### src/rtl/aux_channel_classifier_if.sv
// Signal bundle between the aux sample producer and the channel classifier.
// The producer side uses the master modport; the classifier uses the slave modport.
interface aux_channel_classifier_if #(
  parameter int SAMPLE_WIDTH = 12,
  parameter int WINDOW_LOG2  = 4
);
  localparam int ACC_W = SAMPLE_WIDTH + WINDOW_LOG2;

  logic                    enable;
  logic                    sample_valid;
  logic [SAMPLE_WIDTH-1:0] aux0;
  logic [SAMPLE_WIDTH-1:0] aux1;
  logic [SAMPLE_WIDTH-1:0] aux2;
  logic [SAMPLE_WIDTH-1:0] aux3;
  logic [ACC_W-1:0]        margin;
  logic [1:0]              network_output;
  logic                    result_valid;
  logic                    result_ambiguous;
  logic                    busy;
  logic [7:0]              dropped_count;

  modport master (
    output enable, sample_valid, aux0, aux1, aux2, aux3, margin,
    input  network_output, result_valid, result_ambiguous, busy, dropped_count
  );

  modport slave (
    input  enable, sample_valid, aux0, aux1, aux2, aux3, margin,
    output network_output, result_valid, result_ambiguous, busy, dropped_count
  );
endinterface

### src/rtl/aux_channel_classifier.sv
// Integrates four aux channels over a fixed sample window, picks the strongest
// channel with a sequential compare, and publishes it unless the lead is below margin.
module aux_channel_classifier #(
  parameter int SAMPLE_WIDTH = 12,
  parameter int WINDOW_LOG2  = 4
) (
  input  logic                     S_AXI_ACLK,
  input  logic                     S_AXI_ARESETN,
  aux_channel_classifier_if.slave  bus
);
  localparam int ACC_W = SAMPLE_WIDTH + WINDOW_LOG2;
  localparam logic [WINDOW_LOG2-1:0] COUNT_LAST = '1;
  localparam logic [WINDOW_LOG2-1:0] COUNT_ONE  = 1;

  typedef enum logic [1:0] {
    IDLE    = 2'd0,
    ACCUM   = 2'd1,
    COMPARE = 2'd2,
    PUBLISH = 2'd3
  } state_t;

  state_t                  state_reg, state_next;
  logic [WINDOW_LOG2-1:0]  count_reg, count_next;
  logic [1:0]              k_reg, k_next;
  logic [ACC_W-1:0]        best_reg, best_next;
  logic [ACC_W-1:0]        second_reg, second_next;
  logic [1:0]              idx_reg, idx_next;
  logic [1:0]              net_reg, net_next;
  logic                    amb_reg, amb_next;
  logic                    valid_reg, valid_next;
  logic [7:0]              dropped_reg, dropped_next;
  logic                    acc_clear;
  logic                    acc_add;
  logic                    busy;

  logic [SAMPLE_WIDTH-1:0] aux_vals [4];
  logic [ACC_W-1:0]        acc_vals [4];

  assign aux_vals[0] = bus.aux0;
  assign aux_vals[1] = bus.aux1;
  assign aux_vals[2] = bus.aux2;
  assign aux_vals[3] = bus.aux3;

  // A window of 2**WINDOW_LOG2 full-scale samples fits exactly in ACC_W bits.
  genvar gi;
  generate
    for (gi = 0; gi < 4; gi++) begin : g_acc
      logic [ACC_W-1:0] acc_reg;

      always_ff @(posedge S_AXI_ACLK or negedge S_AXI_ARESETN) begin
        if (!S_AXI_ARESETN) begin
          acc_reg <= '0;
        end else if (acc_clear) begin
          acc_reg <= '0;
        end else if (acc_add) begin
          acc_reg <= acc_reg + {{WINDOW_LOG2{1'b0}}, aux_vals[gi]};
        end
      end

      assign acc_vals[gi] = acc_reg;
    end
  endgenerate

  assign busy = (state_reg == COMPARE) || (state_reg == PUBLISH);

  always_comb begin
    state_next   = state_reg;
    count_next   = count_reg;
    k_next       = k_reg;
    best_next    = best_reg;
    second_next  = second_reg;
    idx_next     = idx_reg;
    net_next     = net_reg;
    amb_next     = amb_reg;
    valid_next   = 1'b0;
    dropped_next = dropped_reg;
    acc_clear    = 1'b0;
    acc_add      = 1'b0;

    if (busy && bus.sample_valid && (dropped_reg != 8'hFF)) begin
      dropped_next = dropped_reg + 8'd1;
    end

    case (state_reg)
      IDLE: begin
        if (bus.enable) begin
          state_next = ACCUM;
          acc_clear  = 1'b1;
          count_next = '0;
        end
      end

      ACCUM: begin
        // Dropping enable abandons the window even if a sample arrives alongside.
        if (!bus.enable) begin
          state_next = IDLE;
          acc_clear  = 1'b1;
          count_next = '0;
        end else if (bus.sample_valid) begin
          acc_add    = 1'b1;
          count_next = count_reg + COUNT_ONE;
          if (count_reg == COUNT_LAST) begin
            state_next = COMPARE;
            k_next     = 2'd0;
          end
        end
      end

      COMPARE: begin
        if (k_reg == 2'd0) begin
          best_next   = acc_vals[0];
          second_next = '0;
          idx_next    = 2'd0;
        end else if (acc_vals[k_reg] > best_reg) begin
          second_next = best_reg;
          best_next   = acc_vals[k_reg];
          idx_next    = k_reg;
        end else if (acc_vals[k_reg] > second_reg) begin
          second_next = acc_vals[k_reg];
        end
        k_next = k_reg + 2'd1;
        if (k_reg == 2'd3) begin
          state_next = PUBLISH;
        end
      end

      PUBLISH: begin
        if ((best_reg - second_reg) >= bus.margin) begin
          net_next = idx_reg;
          amb_next = 1'b0;
        end else begin
          amb_next = 1'b1;
        end
        valid_next = 1'b1;
        acc_clear  = 1'b1;
        count_next = '0;
        state_next = bus.enable ? ACCUM : IDLE;
      end

      default: begin
        state_next = IDLE;
      end
    endcase
  end

  always_ff @(posedge S_AXI_ACLK or negedge S_AXI_ARESETN) begin
    if (!S_AXI_ARESETN) begin
      state_reg   <= IDLE;
      count_reg   <= '0;
      k_reg       <= 2'd0;
      best_reg    <= '0;
      second_reg  <= '0;
      idx_reg     <= 2'd0;
      net_reg     <= 2'd0;
      amb_reg     <= 1'b0;
      valid_reg   <= 1'b0;
      dropped_reg <= 8'd0;
    end else begin
      state_reg   <= state_next;
      count_reg   <= count_next;
      k_reg       <= k_next;
      best_reg    <= best_next;
      second_reg  <= second_next;
      idx_reg     <= idx_next;
      net_reg     <= net_next;
      amb_reg     <= amb_next;
      valid_reg   <= valid_next;
      dropped_reg <= dropped_next;
    end
  end

  assign bus.network_output   = net_reg;
  assign bus.result_valid     = valid_reg;
  assign bus.result_ambiguous = amb_reg;
  assign bus.busy             = busy;
  assign bus.dropped_count    = dropped_reg;
endmodule
### src/flat_wrapper.sv
// flat-port wrapper written by rule: the top's interface ports become plain ports
module aux_channel_classifier_flat 
#(
  parameter int SAMPLE_WIDTH = 12,
  parameter int WINDOW_LOG2  = 4
)
  (S_AXI_ACLK, S_AXI_ARESETN, bus_enable, bus_sample_valid, bus_aux0, bus_aux1, bus_aux2, bus_aux3, bus_margin, bus_network_output, bus_result_valid, bus_result_ambiguous, bus_busy, bus_dropped_count);
  aux_channel_classifier_if #(.SAMPLE_WIDTH(SAMPLE_WIDTH), .WINDOW_LOG2(WINDOW_LOG2)) bus_i ();
  input  logic S_AXI_ACLK;
  input  logic S_AXI_ARESETN;
  input wire logic [$bits(bus_i.enable)-1:0] bus_enable;
  input wire logic [$bits(bus_i.sample_valid)-1:0] bus_sample_valid;
  input wire logic [$bits(bus_i.aux0)-1:0] bus_aux0;
  input wire logic [$bits(bus_i.aux1)-1:0] bus_aux1;
  input wire logic [$bits(bus_i.aux2)-1:0] bus_aux2;
  input wire logic [$bits(bus_i.aux3)-1:0] bus_aux3;
  input wire logic [$bits(bus_i.margin)-1:0] bus_margin;
  output wire logic [$bits(bus_i.network_output)-1:0] bus_network_output;
  output wire logic [$bits(bus_i.result_valid)-1:0] bus_result_valid;
  output wire logic [$bits(bus_i.result_ambiguous)-1:0] bus_result_ambiguous;
  output wire logic [$bits(bus_i.busy)-1:0] bus_busy;
  output wire logic [$bits(bus_i.dropped_count)-1:0] bus_dropped_count;
  assign bus_i.enable = bus_enable;
  assign bus_i.sample_valid = bus_sample_valid;
  assign bus_i.aux0 = bus_aux0;
  assign bus_i.aux1 = bus_aux1;
  assign bus_i.aux2 = bus_aux2;
  assign bus_i.aux3 = bus_aux3;
  assign bus_i.margin = bus_margin;
  assign bus_network_output = bus_i.network_output;
  assign bus_result_valid = bus_i.result_valid;
  assign bus_result_ambiguous = bus_i.result_ambiguous;
  assign bus_busy = bus_i.busy;
  assign bus_dropped_count = bus_i.dropped_count;
  aux_channel_classifier #(.SAMPLE_WIDTH(SAMPLE_WIDTH), .WINDOW_LOG2(WINDOW_LOG2)) u_core (.S_AXI_ACLK(S_AXI_ACLK), .S_AXI_ARESETN(S_AXI_ARESETN), .bus(bus_i));
endmodule
### config.mk
export PLATFORM = sky130hd
export DESIGN_NAME = aux_channel_classifier_flat
export DESIGN_NICKNAME = d
export VERILOG_FILES = /design/src/rtl/aux_channel_classifier_if.sv /design/src/rtl/aux_channel_classifier.sv /design/src/flat_wrapper.sv
export SDC_FILE = /design/constraint.sdc
export NUM_CORES = 1
export LEC_CHECK = 0
export ABC_AREA = 1
export BUFFER_PORTS_ARGS = -buffer_cell sky130_fd_sc_hd__buf_2
export CORE_MARGIN = 2
export CORE_UTILIZATION = 46
export CTS_CLUSTER_DIAMETER = 200
export DETAILED_ROUTE_END_ITERATION = 12
export PLACE_DENSITY_LB_ADDON = 0.05
export SYNTH_ARGS = -nofsm -noshare
export SYNTH_HDL_FRONTEND = slang
export SYNTH_SLANG_ARGS = --single-unit
export TNS_END_PERCENT = 100
### constraint.sdc
create_clock -name S_AXI_ACLK -period 8 [get_ports S_AXI_ACLK]
set_input_delay 0 -clock S_AXI_ACLK [delete_from_list [all_inputs] [get_ports S_AXI_ACLK]]
set_output_delay 0 -clock S_AXI_ACLK [all_outputs]
set_load 0.01 [all_outputs]
==> results of run 1 <==
[final timing paths]
path                                                     startpoint                                       end  depth (start not counted)
min in group asynchronous                             S_AXI_ARESETN    u_core.g_acc[1].acc_reg[0]$_DFFE_PN0P_                          2
min reg2reg                u_core.bus.network_output[0]$_DFFE_PN0P_  u_core.bus.network_output[0]$_DFFE_PN0P_                          2
min                                                     bus_aux1[8]    u_core.g_acc[1].acc_reg[8]$_DFFE_PN0P_                          4
max reg2reg                             u_core.k_reg[0]$_DFFE_PN0P_            u_core.best_reg[7]$_DFFE_PN0P_                          9
max in group asynchronous                             S_AXI_ARESETN   u_core.bus.result_ambiguous$_DFFE_PN0P_                          3
max                                     u_core.k_reg[0]$_DFFE_PN0P_            u_core.best_reg[7]$_DFFE_PN0P_                          9
[power breakdown]
part	switching, W	leakage, nW	total [W]	internal [W]
clock network	0.000290	0.292	0.000819	0.000529
logic	0.00228	4.08	0.00353	0.00125
registers	0.000193	1.59	0.000989	0.000795
[cell families (layout without fill, tap and decap cells)]
family | after synthesis | count (layout)
flip-flops | 118 | 118
XOR/XNOR | 33 | 33
AND/OR/NAND/NOR | 595 | 595
adder cells (fa/ha/maj) | 120 | 120
buffers and inverters | 227 | 314
AO/OA/AOI/OAI | 329 | 329
[metal layers]
layer / wire length, µm / share of wire [%] / global-route usage [%]
met1: 12600 / 48 / 31.8
met2: 12200 / 47 / 41.9
met3: 992 / 3.8 / 3.39
met4: 364 / 1.4 / 6.56
met5: 0 / 0 / 0
[final cells by class]
cell class                 instances  area share, %
clock inverter                    12           1.59
sequential                       118           26.4
tap                              275           3.07
multi-input combinational       1077           53.8
clock buffer                      20           3.99
inverter                         186           6.24
timing repair buffer              96           4.92
[per-stage QoR]
stage               total power (W)  instance area (µm²)
floorplan                   0.00367                 9870
finish                      0.00533                11200
CTS                         0.00537                11200
global placement            0.00450                10500
global route                0.00594                11200
detailed placement          0.00451                10500
[worst min-delay path: stages]
cell and delay (ns):
buf_2 0.08, ha_1 0.19, o21ai_0 0.10, nand2_1 0.05
[placed cells by master, fill, tap and decap left out, drive strengths merged]
master and n:
nand4 10, inv 185, a21oi 128, bufinv 4, buf 85, ha 115
a21boi 5, fa 5, a31o 1, dlygate4sd3 11, o21bai 6, nand2 376
a32o 4, or2 2, nor4 1, xnor2 17, clkinvlp 4, clkbuf 20
nand3b 1, clkinv 5, o21ai 142, o211ai 2, nor3 5, nor2 127
a211oi 2, o22ai 10, o21a 1, a22o 5, o32ai 2, a31oi 11
a21o 10, dfrtp 118, nand3 73, xor2 16
==> reports/qor.txt, run 1 <==
Largest register FFs: 64
Peak VDD IR: 0.314 mV
RSZ-0062 raised after global routing: false
dpl cells: 1741
CTS Hold Bufs: 11
syn_nets: 1610
Routed WL: 26200 µm
Worst R2R Setup Slack: 4.41 ns
CP Capture Type: register
Synth Area in Compound Gates: 18.3%
Routability Congestion: 0.876
Multi-input gate area: 6020 µm²
Setup Crit Path Kind: register to register
fin cells: 1784
antenna cells: 0
Syn Inst Count: 1422
Max Cap Viol: 0
minimum clock period: 3.59 ns
commonest register cell after synthesis: dfrtp_1
IO buf count: 80
DIE HEIGHT: 151 µm
layout cells sized above 1: 8.55%
clock root cell: clkbuf_16
total gr overflow: 0
CP max stage cell: ha_1
commonest cells in the netlist: nand2_1 (371), inv_1 (182), a21oi_1 (128)
die area: 22700 µm²
final hold viol count: 0
TritonCTS clock tree: built
arrival time worst endpoint: 3.94 ns
Pre-antenna DRT Iters: 5
Setup-failing EPs final: 0
final core occ: 53.2%
total number of vias: 9329
worst-margin pin slew: 1.12 ns
Critical Path Start Type: register
synthesized area per cell: 6.94 µm²
Initial DRC Count: 507
post-synthesis mux area share: 0%
fin crit share: 44.9%
DP Worst Slack: 4.36 ns
Slew Limit Fails: 0
Residual DRC: 0
HPWL Detailed: 20200 µm
CTS buffer count: 17
Synth area leaders: dfrtp_1 (30%), ha_1 (15%), nand2_1 (14%), inv_1 (6.9%), a21oi_1 (6.5%)
core area: 21000 µm²
DIE WIDTH: 151 µm
Post-layout nets: 1684
Clock Latency Late Sink: 0.42 ns
WL/cell: 14.7 µm
setup bufs post-CTS: 0
Std-Cell Rows: 53
number of global-route vias before repair: 8755
Post-synth ARST share: 100%
CTS clk-pin slew, worst paths: 0.06 ns
count leader, synth: nand2_1
dominant cell type by area after synthesis: dfrtp_1
YS warnings: 0
Yosys reg bits: 118
boundary pin count: 81
Worst Path Buf+Inv: 4
final worst setup slack: 4.41 ns
status: finished clean
first-pass GRT wire length: 43100 µm
gr usage total: 24.2%
clk sinks: 118
largest net degree at the start of global routing: 66
Setup TNS: 0 ns
Synth Area in Adders: 15.6%
Synth Area in XOR/XNOR: 2.93%
antenna-violating nets left: 0
CTS resizes: 0
max_slew headroom: 25.1%
Req. time, crit path: 8.34 ns
worst hold path type: input pin to register
Initial Utilization: 47.0%
vias per inst: 5.23
main combinational cell family by area after synthesis: simple AND/OR/NAND/NOR gates
area grow syn2layout: 13.3%
leakage power: 5.97 nW
Synth top area share: 29.9%
mapped cell area: 9870 µm²
Unique masters post-synth: 41
fill cell count: 2106
Synth Area in Simple Gates: 24.2%
Max Fclk: 278 MHz
Hold Slack: 0.0411 ns
FF+latch area: 2950 µm²
Post-synth EDFFs: 0
deepest clock path buffer count: 2
Crit path largest cell delay: 0.79 ns
clk_skew: 0.00664 ns
crit path max fanout: 59
antenna violations before repair: 0
htree depth: 4
crit-path cells: buf_4 > inv_1 > ha_1 > inv_1 > nand2_1 > nand2_2 > inv_2 > nand2_1 > o21ai_1
Top Family by Delay on Critical Path: buffers and inverters
register area share after synthesis: 29.9%
power density cells: 477 nW/µm²
Power figures use the tool's default switching activity.
==> run 2: changes to the inputs <==
==> constraint.sdc (replaced) <==
create_clock -name S_AXI_ACLK -period 3 [get_ports S_AXI_ACLK]
set_input_delay 0 -clock S_AXI_ACLK [delete_from_list [all_inputs] [get_ports S_AXI_ACLK]]
set_output_delay 0 -clock S_AXI_ACLK [all_outputs]
set_load 0.01 [all_outputs]
==> run 2 against run 1 <==
Against the previous run:
- non-clock buffer count up 34
- core utilization up 1.8 points
- clock power up 140%
- combinational power rose to 3.0 times the previous value
- clock skew up 0.0022 ns
- flip-flop and latch count unchanged
- fmax up 26%
- final area up 3.4%
- first-iteration DRC count down 12%
- global-route usage up 0.40 points
- setup slack worse by 4.3 ns
- clock-buffer cell count down 2
==> reports/qor.txt, run 2 (synthesized netlist as in run 1, its figures left out) <==
DIE WIDTH: 151 µm
core area: 21000 µm²
deepest clock path buffer count: 2
Post-layout nets: 1718
vias per inst: 5.16
gr usage total: 24.6%
IO buf count: 80
arrival time worst endpoint: 3.17 ns
Routed WL: 26600 µm
number of global-route vias before repair: 9127
crit path max fanout: 4
WL/cell: 14.6 µm
antenna cells: 0
Largest register FFs: 64
fin crit share: 95.1%
power density cells: 1320 nW/µm²
Hold Slack: 0.0497 ns
CTS buffer count: 17
Slew Limit Fails: 0
RSZ-0062 raised after global routing: true
layout cells sized above 1: 12.5%
HPWL Detailed: 20600 µm
leakage power: 6.15 nW
DIE HEIGHT: 151 µm
total number of vias: 9376
boundary pin count: 81
status: finished clean
area grow syn2layout: 17.2%
final hold viol count: 0
DP Worst Slack: -0.192 ns
Setup-failing EPs final: 0
largest net degree at the start of global routing: 69
fill cell count: 2137
commonest non-fill, non-tap cell in the layout: nand2_1
clk sinks: 118
Pwr Total: 0.0153 W
total gr overflow: 0
minimum clock period: 2.85 ns
Std-Cell Rows: 53
Clock Latency Late Sink: 0.42 ns
Residual DRC: 0
Critical Path Start Type: register
antenna-violating nets left: 0
first-pass GRT wire length: 44200 µm
Peak VDD IR: 0.570 mV
Max Fclk: 351 MHz
die area: 22700 µm²
final worst setup slack: 0.148 ns
CP Capture Type: register
Pre-antenna DRT Iters: 7
clk_skew: 0.00885 ns
worst-margin pin slew: 0.688 ns
clock root cell: clkbuf_16
Setup Crit Path Kind: register to register
Initial Utilization: 47.0%
CTS clk-pin slew, worst paths: 0.06 ns
Initial DRC Count: 445
max_slew headroom: 54.1%
TritonCTS clock tree: built
most frequent cells in the layout: nand2_1 (364), inv_1 (178), nor2_1 (124), a21oi_1 (124), o21ai_0 (120)
Req. time, crit path: 3.32 ns
worst hold path type: input pin to register
Max Cap Viol: 0
htree depth: 4
antenna violations before repair: 0
Routability Congestion: 0.881
## run 2: final timing paths
check | from | cells after the start | end | slack [ns]
min in group asynchronous | S_AXI_ARESETN | 2 | u_core.g_acc[1].acc_reg[3]$_DFFE_PN0P_ | 0.16
max in group asynchronous | S_AXI_ARESETN | 3 | u_core.idx_reg[1]$_DFFE_PN0P_ | 2.02
worst min register to register | u_core.bus.network_output[0]$_DFFE_PN0P_ | 2 | u_core.bus.network_output[0]$_DFFE_PN0P_ | 0.47
worst max register to register | u_core.second_reg[0]$_DFFE_PN0P_ | 20 | u_core.bus.network_output[1]$_DFFE_PN0P_ | 0.15
worst max-delay path | u_core.second_reg[0]$_DFFE_PN0P_ | 20 | u_core.bus.network_output[1]$_DFFE_PN0P_ | 0.15
worst min-delay path | bus_aux3[9] | 4 | u_core.g_acc[3].acc_reg[9]$_DFFE_PN0P_ | 0.05
## run 2: critical path, stage by stage, from the launching register on
cell,delay [ns]
dfrtp_1,0.41
ha_4,0.18
fa_2,0.39
inv_2,0.06
nand3_2,0.05
nand2_2,0.08
nand3_2,0.07
nand2_2,0.08
nand4_1,0.15
nand4_1,0.13
xor2_1,0.08
ha_1,0.29
nand2_2,0.06
inv_2,0.05
nand3_2,0.09
nor3_4,0.17
nand2_2,0.09
nand3_4,0.13
nand2_2,0.07
nand2_1,0.06
nand2_1,0.04
## run 2: timing repair
item / 4_1_cts / 5_1_grt
hold buffers: 11 / 0
buffers inserted: 0 / 6
endpoints found under the hold margin: 60 / 0
endpoints found under the setup margin: 3 / 21
pin swaps: 4 / 14
gates resized for setup: 8 / 30
## run 2: metal layers
metal | up-vias | global-route usage [%] | part of all wire [%]
li1 | 4909 | - | -
met1 | 4287 | 32.0 | 47
met2 | 151 | 42.9 | 48
met3 | 29 | 2.94 | 2.9
met4 | 0 | 7.55 | 1.7
met5 | - | 0 | 0
## run 2: report_power, final
part / leakage (nW) / internal [W] / switching [W]
Combinational: 4.30 / 0.00414 / 0.00652
Sequential: 1.59 / 0.00212 / 0.000501
Clock: 0.257 / 0.00116 / 0.000809
Total: 6.15 / 0.00742 / 0.00783
## run 2: layout make-up
cell class	count	area, µm²	area share, %
Multi-Input combinational cell	1077	6140	53.1
Sequential cell	118	2950	25.5
Timing Repair Buffer	130	868	7.50
Inverter	186	701	6.05
Clock buffer	18	439	3.80
Tap cell	275	344	2.97
Clock inverter	14	128	1.10
## run 2: stage by stage
| stage | std cells | utilization [%] | instance area, µm² | setup TNS, ns |
|---|---|---|---|---|
| after detailed placement | 1769 | 51.0 | 10700 | -0.474 |
| after CTS | 1812 | 54.4 | 11400 | 0 |
| after floorplan | 1422 | - | 9870 | 0 |
| after global placement | 1769 | 51.0 | 10700 | -0.357 |
| final | 1818 | 55.1 | 11600 | 0 |
| after global routing | 1818 | 55.1 | 11600 | -0.105 |
